`src/rtl/ftdi_pkg.sv`:
```
// rtl/ftdi_pkg.sv - shared FTDI UART state encodings and baud tick constants
package ftdi_pkg;

  // FSM encoding shared by the FTDI receiver and transmitter
  typedef enum logic [2:0] {
    ST_IDLE      = 3'd0,
    ST_START     = 3'd1,
    ST_DATA      = 3'd2,
    ST_STOP      = 3'd3,
    ST_WAIT_HIGH = 3'd4
  } uart_state_t;

  localparam int unsigned DEFAULT_OVERSAMPLE = 16;
  localparam int unsigned DATA_BITS          = 8;

  // round(oversample * baud * 2^acc_width / clk_freq); wide math keeps the product exact
  function automatic logic [63:0] tick_inc(input longint unsigned clk_freq,
                                           input longint unsigned baud,
                                           input longint unsigned oversample,
                                           input int unsigned     acc_width);
    logic [127:0] num;
    logic [127:0] quo;
    num = (128'(oversample) * 128'(baud)) << acc_width;
    quo = (num + 128'(clk_freq / 2)) / 128'(clk_freq);
    tick_inc = quo[63:0];
  endfunction

endpackage

```
`src/rtl/uart_tick_gen.sv`:
```
// rtl/uart_tick_gen.sv - fractional accumulator producing the oversample tick
module uart_tick_gen
  import ftdi_pkg::*;
#(
  parameter int unsigned CLK_FREQ   = 50_000_000,
  parameter int unsigned BAUD_RATE  = 115_200,
  parameter int unsigned OVERSAMPLE = DEFAULT_OVERSAMPLE,
  parameter int unsigned ACC_WIDTH  = 32
) (
  input  logic clk,
  input  logic reset,
  output logic tick
);

  // the increment is one bit wider than the accumulator so a tick every clock is representable
  localparam logic [63:0]        TICK_INC_FULL = tick_inc(CLK_FREQ, BAUD_RATE, OVERSAMPLE, ACC_WIDTH);
  localparam logic [ACC_WIDTH:0] TICK_INC      = TICK_INC_FULL[ACC_WIDTH:0];

  logic [ACC_WIDTH:0] acc;

  // free-running accumulator; the carry bit is the tick and is dropped on the next add
  always_ff @(posedge clk) begin
    if (reset) begin
      acc <= '0;
    end else begin
      acc <= {1'b0, acc[ACC_WIDTH-1:0]} + TICK_INC;
    end
  end

  assign tick = acc[ACC_WIDTH];

endmodule

```
`src/rtl/ftdi_uart_rx.sv`:
```
// rtl/ftdi_uart_rx.sv - 8N1 UART receiver for the FTDI link with majority vote
module ftdi_uart_rx
  import ftdi_pkg::*;
#(
  parameter int unsigned CLK_FREQ   = 50_000_000,
  parameter int unsigned BAUD_RATE  = 115_200,
  parameter int unsigned OVERSAMPLE = DEFAULT_OVERSAMPLE,
  parameter int unsigned ACC_WIDTH  = 32
) (
  input  logic       clk,
  input  logic       reset,
  input  logic       rx_in,
  output logic [7:0] rx_data,
  output logic       rx_valid,
  input  logic       rx_ack,
  output logic       frame_err,
  output logic       overrun,
  output logic       busy,
  output logic [2:0] state_dbg
);

  localparam int unsigned SW = $clog2(OVERSAMPLE);
  localparam logic [SW-1:0] S_PRE  = SW'(OVERSAMPLE / 2 - 1);
  localparam logic [SW-1:0] S_MID  = SW'(OVERSAMPLE / 2);
  localparam logic [SW-1:0] S_VOTE = SW'(OVERSAMPLE / 2 + 1);
  localparam logic [SW-1:0] S_LAST = SW'(OVERSAMPLE - 1);
  localparam logic [2:0]    LAST_BIT = 3'(DATA_BITS - 1);

  logic        tick;
  logic        rx_meta;
  logic        rxs;
  uart_state_t state;
  logic [SW-1:0] s_cnt;
  logic [2:0]  bit_cnt;
  logic [7:0]  shift;
  logic        v0;
  logic        v1;
  logic        vote;

  uart_tick_gen #(
    .CLK_FREQ   (CLK_FREQ),
    .BAUD_RATE  (BAUD_RATE),
    .OVERSAMPLE (OVERSAMPLE),
    .ACC_WIDTH  (ACC_WIDTH)
  ) u_tick_gen (
    .clk   (clk),
    .reset (reset),
    .tick  (tick)
  );

  // two-flop synchronizer on the asynchronous pin; resets to the idle-high level
  always_ff @(posedge clk) begin
    if (reset) begin
      rx_meta <= 1'b1;
      rxs     <= 1'b1;
    end else begin
      rx_meta <= rx_in;
      rxs     <= rx_meta;
    end
  end

  // 2-of-3 vote: the two earlier samples plus the line value on the vote tick itself
  assign vote = (v0 & v1) | (v0 & rxs) | (v1 & rxs);

  assign state_dbg = state;

  // receive FSM with sample counter, vote capture and registered outputs
  always_ff @(posedge clk) begin
    if (reset) begin
      state     <= ST_IDLE;
      s_cnt     <= '0;
      bit_cnt   <= '0;
      shift     <= '0;
      v0        <= 1'b1;
      v1        <= 1'b1;
      rx_data   <= '0;
      rx_valid  <= 1'b0;
      frame_err <= 1'b0;
      overrun   <= 1'b0;
      busy      <= 1'b0;
    end else begin
      frame_err <= 1'b0;
      if (rx_ack) begin
        rx_valid <= 1'b0;
      end

      // sample counter only runs while a frame is being timed
      if (tick && (state == ST_START || state == ST_DATA || state == ST_STOP)) begin
        s_cnt <= (s_cnt == S_LAST) ? '0 : s_cnt + 1'b1;
        if (s_cnt == S_PRE) v0 <= rxs;
        if (s_cnt == S_MID) v1 <= rxs;
      end

      case (state)
        ST_IDLE: begin
          if (!rxs) begin
            state <= ST_START;
            s_cnt <= '0;
            busy  <= 1'b1;
          end
        end
        ST_START: begin
          if (tick) begin
            if (s_cnt == S_VOTE && vote) begin
              // start bit did not hold low through mid-bit: treat as a glitch
              state <= ST_IDLE;
              busy  <= 1'b0;
            end else if (s_cnt == S_LAST) begin
              state   <= ST_DATA;
              bit_cnt <= '0;
            end
          end
        end
        ST_DATA: begin
          if (tick) begin
            if (s_cnt == S_VOTE) begin
              shift <= {vote, shift[7:1]};
            end
            if (s_cnt == S_LAST) begin
              if (bit_cnt == LAST_BIT) begin
                state <= ST_STOP;
              end else begin
                bit_cnt <= bit_cnt + 1'b1;
              end
            end
          end
        end
        ST_STOP: begin
          if (tick && s_cnt == S_VOTE) begin
            if (vote) begin
              if (!rx_valid || rx_ack) begin
                rx_data  <= shift;
                rx_valid <= 1'b1;
              end else begin
                overrun <= 1'b1;
              end
              // leave at mid-stop so a back-to-back start bit is not missed
              state <= ST_IDLE;
              busy  <= 1'b0;
            end else begin
              frame_err <= 1'b1;
              state     <= ST_WAIT_HIGH;
            end
          end
        end
        ST_WAIT_HIGH: begin
          // hold off re-triggering while the line sits in a break
          if (rxs) begin
            state <= ST_IDLE;
            busy  <= 1'b0;
          end
        end
        default: begin
          state <= ST_IDLE;
          busy  <= 1'b0;
        end
      endcase
    end
  end

endmodule
```
`config.mk`:
```
export PLATFORM = sky130hd
export DESIGN_NAME = ftdi_uart_rx
export DESIGN_NICKNAME = d
export VERILOG_FILES = /design/src/rtl/ftdi_pkg.sv /design/src/rtl/uart_tick_gen.sv /design/src/rtl/ftdi_uart_rx.sv
export SDC_FILE = /design/constraint.sdc
export NUM_CORES = 1
export LEC_CHECK = 0
export BUFFER_PORTS_ARGS = -buffer_cell sky130_fd_sc_hd__buf_2
export CAP_MARGIN = 20
export CORE_ASPECT_RATIO = 1.1
export CORE_MARGIN = 3
export CORE_UTILIZATION = 54
export CTS_CLUSTER_DIAMETER = 40
export CTS_CLUSTER_SIZE = 28
export DETAILED_ROUTE_END_ITERATION = 16
export GPL_ROUTABILITY_DRIVEN = 0
export PLACE_DENSITY = 0.81
export SYNTH_ARGS = -nofsm -noshare
export SYNTH_HDL_FRONTEND = slang
export SYNTH_SLANG_ARGS = --single-unit
```
`constraint.sdc`:
```
create_clock -name clk -period 1.9 [get_ports clk]
set_clock_uncertainty 0.2 [all_clocks]
set_input_delay 0.095 -clock clk [delete_from_list [all_inputs] [get_ports clk]]
set_output_delay 0.095 -clock clk [all_outputs]
set_load 0.02 [all_outputs]
```
# == After elaboration in Yosys (flattened, before gate mapping) ==
# Cells that the tools add are included.
# classes
n_mux,35
add_sub_neg,3
eq_ne,22
bitwise_logic,9
reduce_logical,18
# ops
operator,count
two-way mux 3 bit,16
adder 32 x 28 -> 33 bit (second input constant),1
two-way mux 4 bit,4
case mux 3 bit (5 select lines),1
!= test 2 x 1 -> 1 bit (second input constant),7
AND reduction 7 bit,2
== test 4 bit (second input constant),3
two-way mux 1 bit,12
!= test 2 bit (second input constant),5
AND reduction 4 bit,2
AND reduction 8 bit,1
== test 3 x 2 -> 1 bit (second input constant),2
== test 3 bit (second input constant),2
case mux 3 bit (2 select lines),1
case mux 1 bit (5 select lines),1
adder 4 x 1 -> 4 bit (second input constant),1
== test 4 x 3 -> 1 bit (second input constant),1
inverter 1 bit,4
AND reduction 2 bit,2
adder 3 x 1 -> 3 bit (second input constant),1
bitwise AND 1 bit,3
== test 3 x 1 -> 1 bit (second input constant),1
logical AND 1 bit,3
logical NOT 3 bit,1
other kinds (7),10
# totals
inputBits,4
output_inout_bits,15
ff_bits,67
word_cells,101

# == Longest topological paths before layout ==
# Gate-level depths: netlist of the first run.
# logic_depth
depth_word,7
mapped_depth,7
mapped_depth_nobuf,7

# == Cells and area by module ==
# From an unflattened synthesis of the first run, not the netlist that was laid out.
# hier_totals
hier_cells,339
hier_area_um2,3045.4
# modules_own_cells
mod,area_per_inst_um2,instances,seq_area_each_um2,cells_per_inst
uart_tick_gen,1530.2,1,640.6,171
ftdi_uart_rx,1515.2,1,680.7,168

# == Least setup slack after synthesis of the first run ==
# No wires, ideal clock.
# synth_timing
path_kind,reg-to-reg
startpoint,register s_cnt[1]
endpoint,"register state[0], in the netlist state_dbg[0]"
period_less_slack_ns,2.038
setup_ns,0.123
slack_ns,-0.138
stages_incl_launch_ff,8
required_ns,1.577
t_arrival_ns,1.715
path_buffers,0
path_cell_list,dfxtp_1 -> inv_1 -> ha_1 -> and3b_1 -> a2111oi_4 -> inv_2 -> o221ai_2 -> mux2_1
# synth_between
elab_chain_cells,5
word_cells_on_any_way,11
cone_classes,eq/ne: 5; mux: 3; reduce/logical: 3
# synth_lines
element,line,text
from (decl),ftdi_uart_rx.sv:33,logic [SW-1:0] s_cnt;
from (signal assigned),ftdi_uart_rx.sv:89,s_cnt <= (s_cnt == S_LAST) ? '0 : s_cnt + 1'b1;
== test 4 bit,"ftdi_uart_rx.sv:104, ftdi_uart_rx.sv:129",
logical AND 1 bit,ftdi_uart_rx.sv:104,if (s_cnt == S_VOTE && vote) begin
two-way mux 3 bit,ftdi_uart_rx.sv:104,
two-way mux 3 bit,ftdi_uart_rx.sv:103,if (tick) begin
case mux 3 bit (5 select lines),ftdi_uart_rx.sv:94,case (state)
to (signal assigned),ftdi_uart_rx.sv:97,state <= ST_START;
to (signal assigned),ftdi_uart_rx.sv:106,state <= ST_IDLE;
to (signal assigned),ftdi_uart_rx.sv:109,state <= ST_DATA;
to (decl),ftdi_uart_rx.sv:32,uart_state_t state;
# Several ways; a longest one is shown, not always the timed one. The select of a mux whose other input is x is not followed.
# A chain may end at the register's enable or synchronous reset.

# == Final worst setup path of the first run ==
# Same ends and word-level chain as after synthesis.

==> results of run 1 <==
power breakdown:
group / switching, mW / internal [mW]
registers: 0.219 / 1.58
logic: 0.965 / 0.921
clock network: 0.641 / 0.766
total: 1.82 / 3.26
timing repair:
action / 4_1_cts / 5_1_grt
pin swaps: 16 / 17
endpoints found under the setup margin: 31 / 44
hold buffers: 2 / 0
cloned: 1 / 0
endpoints found under the hold margin: 3 / 0
gates resized for setup: 21 / 32
setup buffers: 6 / 5
critical path: stages, from the launching register on:
cell                        delay, ns
sky130_fd_sc_hd__dfxtp_2         0.34
sky130_fd_sc_hd__inv_2           0.05
sky130_fd_sc_hd__ha_4            0.14
sky130_fd_sc_hd__and3b_2         0.21
sky130_fd_sc_hd__a2111oi_4       0.39
sky130_fd_sc_hd__inv_2           0.10
sky130_fd_sc_hd__o221ai_4        0.22
sky130_fd_sc_hd__mux2_4          0.33
area by class of cell:
| cell class | count | share of cell area |
|---|---|---|
| inverters | 9 | 0.007849 |
| clock buffers | 9 | 0.02878 |
| well taps | 75 | 0.02180 |
| flip-flops and latches | 66 | 0.3105 |
| clock inverters | 7 | 0.02500 |
| multi-input cells | 252 | 0.4712 |
| repair buffers | 79 | 0.1349 |
metal layers:
metal	up-vias	routed length [um]	part of all wire	track usage
li1	1392	-	-	-
met1	1434	3521	0.40	0.2926
met2	114	4517	0.51	0.4548
met3	27	441	0.050	0.04470
met4	0	348	0.039	0.1375
met5	-	0	0	0
how the worst max path moves through the flow:
stage,start,cells past startpoint,to,slack [ns]
floorplan,s_cnt[1],7,state_dbg[0],-0.12
global placement,u_tick_gen.acc[2],6,u_tick_gen.acc[27],-0.19
detailed placement,u_tick_gen.acc[1],6,u_tick_gen.acc[27],-0.24
CTS,s_cnt[1],7,state_dbg[0],-0.16
global route,s_cnt[0],6,state_dbg[0],-0.26
finish,s_cnt[1],7,state_dbg[0],-0.19
per-stage QoR:
step	area [um^2]	std cells
2_1_floorplan	3226	341
3_3_place_gp	3697	467
3_5_place_dp	3697	467
4_1_cts	4091	492
5_1_grt	4304	497
6_report	4304	497
cell usage in the layout (no fill, tap or decap), types with 3 or more instances in the layout:
cell type / n
sky130_fd_sc_hd__buf_6: 4
sky130_fd_sc_hd__nor3_2: 3
sky130_fd_sc_hd__o21a_1: 5
sky130_fd_sc_hd__a2111oi_4: 4
sky130_fd_sc_hd__nor3_1: 4
sky130_fd_sc_hd__nor2_1: 51
sky130_fd_sc_hd__o21ai_0: 8
sky130_fd_sc_hd__a21o_1: 3
sky130_fd_sc_hd__dfxtp_2: 9
sky130_fd_sc_hd__nand2b_1: 5
sky130_fd_sc_hd__mux2i_1: 24
sky130_fd_sc_hd__o211ai_1: 4
sky130_fd_sc_hd__xnor2_1: 6
sky130_fd_sc_hd__nor2b_1: 3
sky130_fd_sc_hd__a21oi_2: 3
sky130_fd_sc_hd__nand2_1: 11
sky130_fd_sc_hd__a21oi_1: 14
sky130_fd_sc_hd__buf_2: 18
sky130_fd_sc_hd__nand3_1: 6
sky130_fd_sc_hd__or2_2: 6
sky130_fd_sc_hd__and2_1: 4
sky130_fd_sc_hd__clkbuf_8: 9
sky130_fd_sc_hd__a31oi_1: 3
sky130_fd_sc_hd__inv_1: 7
sky130_fd_sc_hd__dfxtp_1: 56
sky130_fd_sc_hd__buf_4: 54
sky130_fd_sc_hd__xor2_1: 7
sky130_fd_sc_hd__ha_1: 4
sequential cells by signal, indices dropped and copies added (netlist names):
name / flops
s_cnt: 4
bit_cnt: 3
shift: 8
overrun: 1
rxs: 1
v1: 1
busy: 1
v0: 1
rx_data: 8
u_tick_gen.acc: 32
state_dbg: 3
rx_meta: 1
rx_valid: 1
frame_err: 1
logic make-up after synthesis:
kind of cell | share of synthesized area
muxes | 0.08555
xor gates and xnor gates | 0.03555
adders and majority gates | 0.02695
buffers and inverters | 0.03242
AOI/OAI and AO/OA | 0.1820
DFF | 0.4125
and+or+nand+nor | 0.2250
==> flow_summary.json, run 1 <==
{
  "result_of_the_run": "complete, but fails checks",
  "violated_checks": "setup timing",
  "yosys-top-cells-count": "sky130_fd_sc_hd__dfxtp_1, sky130_fd_sc_hd__nor2_1, sky130_fd_sc_hd__mux2i_1",
  "synth_area_per_cell_um2": 9.393,
  "rsz0062_at_grt": "yes",
  "placement_rows": 28,
  "clkSinkCount": 66,
  "dr.pass1.iters": 5,
  "pwr_density_cell_nw_per_um2": 1182,
  "slew_headroom": 0.5043,
  "worstHoldPathType": "in -> reg",
  "netlist.top_cell.by_area": "sky130_fd_sc_hd__dfxtp_1",
  "cap_violations": 0,
  "mappedNetlistArea_um2": 3203,
  "port_buffers": 18,
  "synth_edf_count": 0,
  "preCtsSetupSlack_ns": -0.2379,
  "drt-vias-per-instance": 5.970,
  "post-layout-total-power_mw": 5.086,
  "critical_path.startpoint_type": "register",
  "overflow": 0,
  "critPathArrivalTime_ns": 2.14,
  "post-route-util": 0.7727,
  "drive_gt1_frac": 0.3863,
  "peakVddDrop_uv": 1105,
  "grt_antenna_before_repair": 0,
  "num_antenna_cells": 0,
  "grt_util_all_layers": 0.2572,
  "hold_path_end": "u_tick_gen.acc[20]",
  "slew_viol_final": 0,
  "area_used_by_multi_input_combinational_logic_um2": 2028,
  "postRouteWirelength_mm": 8.829,
  "grt_pass1_wl_mm": 13.85,
  "floorplan.core_area_um2": 5570,
  "die_area_um2": 6893,
  "timing.hold.worst_path_depth": 2,
  "path_max_fanout": 3,
  "crit-reg2reg-launch": "s_cnt[1]",
  "number_of_warnings_printed_during_yosys_synthesis": 0,
  "yosys_register_bits": 66,
  "hpwlAfterDp_mm": 4.993,
  "timing.reg2reg.worst_path_depth": 7,
  "synth_most_common_cell": "sky130_fd_sc_hd__dfxtp_1",
  "clock_tree.root_cell": "sky130_fd_sc_hd__clkbuf_8",
  "cp_data_required_time_ns": 1.95,
  "mappedNetlistNets": 351,
  "clock_tree.buffer_depth": 2,
  "drt_iter0_drc": 241,
  "final_ant_viol_nets": 0,
  "setup_total_negative_slack_ns": -1.977,
  "min_period_ns": 2.087,
  "area.sequential_um2": 1336,
  "hp-start": "reset",
  "leakage_nw": 1.834,
  "synth.yosys.seq_area_share": 0.4125,
  "setup_viol": 21,
  "synthTopCellsByArea": "sky130_fd_sc_hd__dfxtp_1, sky130_fd_sc_hd__mux2i_1, sky130_fd_sc_hd__nor2_1",
  "period_share": 1.099,
  "flow.area_growth_from_synthesis_pct": 34.38,
  "clock_tree.htree_level_count": 3,
  "crit_path_end_kind": "register",
  "die_w_um": 79.43,
  "synthDominantCellAreaShare": 0.4125,
  "vias_in_the_first_global_route": 2969,
  "numCtsBuffers": 9,
  "max_slew.worst_pin.slew_ns": 0.7435,
  "endpoint_of_the_worst_slack_reg_to_reg_timing_path": "state_dbg[0]",
  "r2r_slack_ns": -0.19,
  "nets": 427,
  "route.vias.total": 2967,
  "largest_net_degree_at_the_start_of_global_routing": 39,
  "synth_cell_type_count": 71,
  "async_flop_share": 0,
  "ports": 19,
  "fmax_mhz": 479.1,
  "floorplan.initialDensity": 0.5750,
  "worst_setup_hold_path_clk_slew_ns": 0.08,
  "die_h_um": 86.78,
  "layout.filler_cells": 304,
  "drc": 0,
  "ys.flop_type": "sky130_fd_sc_hd__dfxtp_1",
  "cts_tree": "done",
  "path_class": "reg -> reg",
  "timing.hold.ws_ns": 0.09217,
  "synthesized_instance_count": 341,
  "worst_slack_ns": -0.1872,
  "worst_skew_pair.late_latency_ns": 0.37,
  "finalHoldViolCount": 0,
  "wire_per_inst_um": 17.76
}
No activity file was read; power rests on OpenSTA's default activity.
==> inputs of run 2 (changes only) <==
--- a/config.mk
+++ b/config.mk
@@ -14,6 +14,7 @@
 export CTS_CLUSTER_SIZE = 28
 export DETAILED_ROUTE_END_ITERATION = 16
 export GPL_ROUTABILITY_DRIVEN = 0
+export MAX_ROUTING_LAYER = met4
 export PLACE_DENSITY = 0.81
 export SYNTH_ARGS = -nofsm -noshare
 export SYNTH_HDL_FRONTEND = slang
==> flow_summary.json, run 2 (synthesis gave the netlist of run 1 again) <==
{
  "result_of_the_run": "complete, but fails checks",
  "violated_checks": "setup timing",
  "critical-path-top-cell-by-count": "sky130_fd_sc_hd__inv_2",
  "dr.pass1.iters": 6,
  "slowest_delay_ns": 0.39,
  "leakage_nw": 1.846,
  "post-layout-total-power_mw": 5.095,
  "max_slew.worst_pin.slew_ns": 0.7600,
  "max_ffs_per_register": 32,
  "worst_setup_hold_path_clk_slew_ns": 0.09,
  "clock_tree.buffer_depth": 2,
  "path_max_fanout": 3,
  "grt_util_all_layers": 0.2641,
  "final_ant_viol_nets": 0,
  "cp_data_required_time_ns": 1.94,
  "timing.hold.ws_ns": 0.1052,
  "critPathArrivalTime_ns": 2.15,
  "placed_cells": 467,
  "commonest_cells_after_routing_fill_and_taps_aside": "sky130_fd_sc_hd__dfxtp_1, sky130_fd_sc_hd__buf_4, sky130_fd_sc_hd__nor2_1",
  "grt_antenna_before_repair": 0,
  "post-route-util": 0.7770,
  "die_h_um": 86.78,
  "floorplan.core_area_um2": 5570,
  "max_flop_register": "u_tick_gen.acc",
  "wire_per_inst_um": 18.31,
  "vias_in_the_first_global_route": 2973,
  "drc": 0,
  "port_buffers": 18,
  "critical_path_buf_inv_count": 2,
  "crit_path_cell_trace": "inv_2 > ha_4 > and3b_2 > a2111oi_4 > inv_2 > o221ai_4 > mux2_4",
  "largest_delay_share_family_worst_path": "compound AO/OA/AOI/OAI gates",
  "drt_iter0_drc": 224,
  "finalHoldViolCount": 0,
  "cts_tree": "done",
  "critical_path.startpoint_type": "register",
  "rsz0062_at_grt": "yes",
  "clkSinkCount": 66,
  "largest_registers": "u_tick_gen.acc: 32 flops, rx_data: 8 flops, shift: 8 flops",
  "die_w_um": 79.43,
  "hpwlAfterDp_mm": 4.993,
  "pwr_density_cell_nw_per_um2": 1177,
  "largest_net_degree_at_the_start_of_global_routing": 39,
  "layout.filler_cells": 300,
  "critPathSlowestCell": "sky130_fd_sc_hd__a2111oi_4",
  "final_cell_count_no_fill": 499,
  "clock_tree.root_cell": "sky130_fd_sc_hd__clkbuf_8",
  "layout.cells.most_common": "sky130_fd_sc_hd__dfxtp_1",
  "slew_headroom": 0.4933,
  "setup_viol": 23,
  "drive_gt1_frac": 0.3915,
  "period_share": 1.108,
  "peakVddDrop_uv": 1057,
  "route.vias.total": 3003,
  "grt_pass1_wl_mm": 13.81,
  "drt-vias-per-instance": 6.018,
  "ports": 19,
  "nets": 429,
  "crit_path_end_kind": "register",
  "cap_violations": 0,
  "die_area_um2": 6893,
  "clock_tree.htree_level_count": 3,
  "worst_slack_ns": -0.2061,
  "flow.area_growth_from_synthesis_pct": 35.12,
  "placement_rows": 28,
  "num_antenna_cells": 0,
  "overflow": 0,
  "floorplan.initialDensity": 0.5750,
  "fmax_mhz": 474.8,
  "postRouteWirelength_mm": 9.136,
  "worstHoldPathType": "in -> reg",
  "path_class": "reg -> reg",
  "numCtsBuffers": 9,
  "worst_skew_pair.late_latency_ns": 0.35,
  "slew_viol_final": 0,
  "min_period_ns": 2.106
}
-- run 2: area by class of cell --
| cell class | count | area [um^2] | area share |
|---|---|---|---|
| well taps | 75 | 93.84 | 0.02168 |
| flip-flops and latches | 66 | 1336 | 0.3088 |
| repair buffers | 81 | 599.3 | 0.1385 |
| clock inverters | 7 | 107.6 | 0.02486 |
| multi-input cells | 252 | 2033 | 0.4698 |
| inverters | 9 | 33.78 | 0.007806 |
| clock buffers | 9 | 123.9 | 0.02862 |
-- run 2: routing by layer --
| metal | GRT usage | part of all wire | wire length [um] |
|---|---|---|---|
| met2 | 0.4548 | 0.51 | 4679 |
| met1 | 0.2906 | 0.40 | 3613 |
| met5 | - | 0 | 0 |
| met3 | 0.04470 | 0.055 | 505 |
| met4 | 0.1375 | 0.037 | 337 |
-- run 2: repair_timing --
item,in CTS,in global routing
pin swaps,16,18
resized for setup,21,34
hold buffers,2,0
setup buffers,6,7
cloned,1,0
endpoints found under the hold margin,3,0
setup endpoints to repair,31,44
-- run 2: path summary, 6_finish.rpt --
check	from	to	slack [ns]	depth (start not counted)
worst max-delay path	s_cnt[1]	state_dbg[0]	-0.21	7
worst min-delay path	reset	u_tick_gen.acc[20]	0.11	2
worst max register to register	s_cnt[1]	state_dbg[0]	-0.21	7
worst min register to register	rx_meta	rxs	0.23	1
-- run 2: power breakdown --
part	total [mW]	internal [mW]	switching, mW
registers	1.79	1.57	0.220
logic	1.90	0.924	0.975
clock network	1.40	0.766	0.635
-- run 2: metrics by stage --
step	instance area, um^2	setup WS (ns)	setup TNS [ns]
2_1_floorplan	3226	-0.1201	-0.1903
3_3_place_gp	3697	-0.1931	-1.821
3_5_place_dp	3697	-0.2379	-2.743
4_1_cts	4091	-0.1585	-1.102
5_1_grt	4328	-0.2957	-4.590
6_report	4328	-0.2061	-2.086
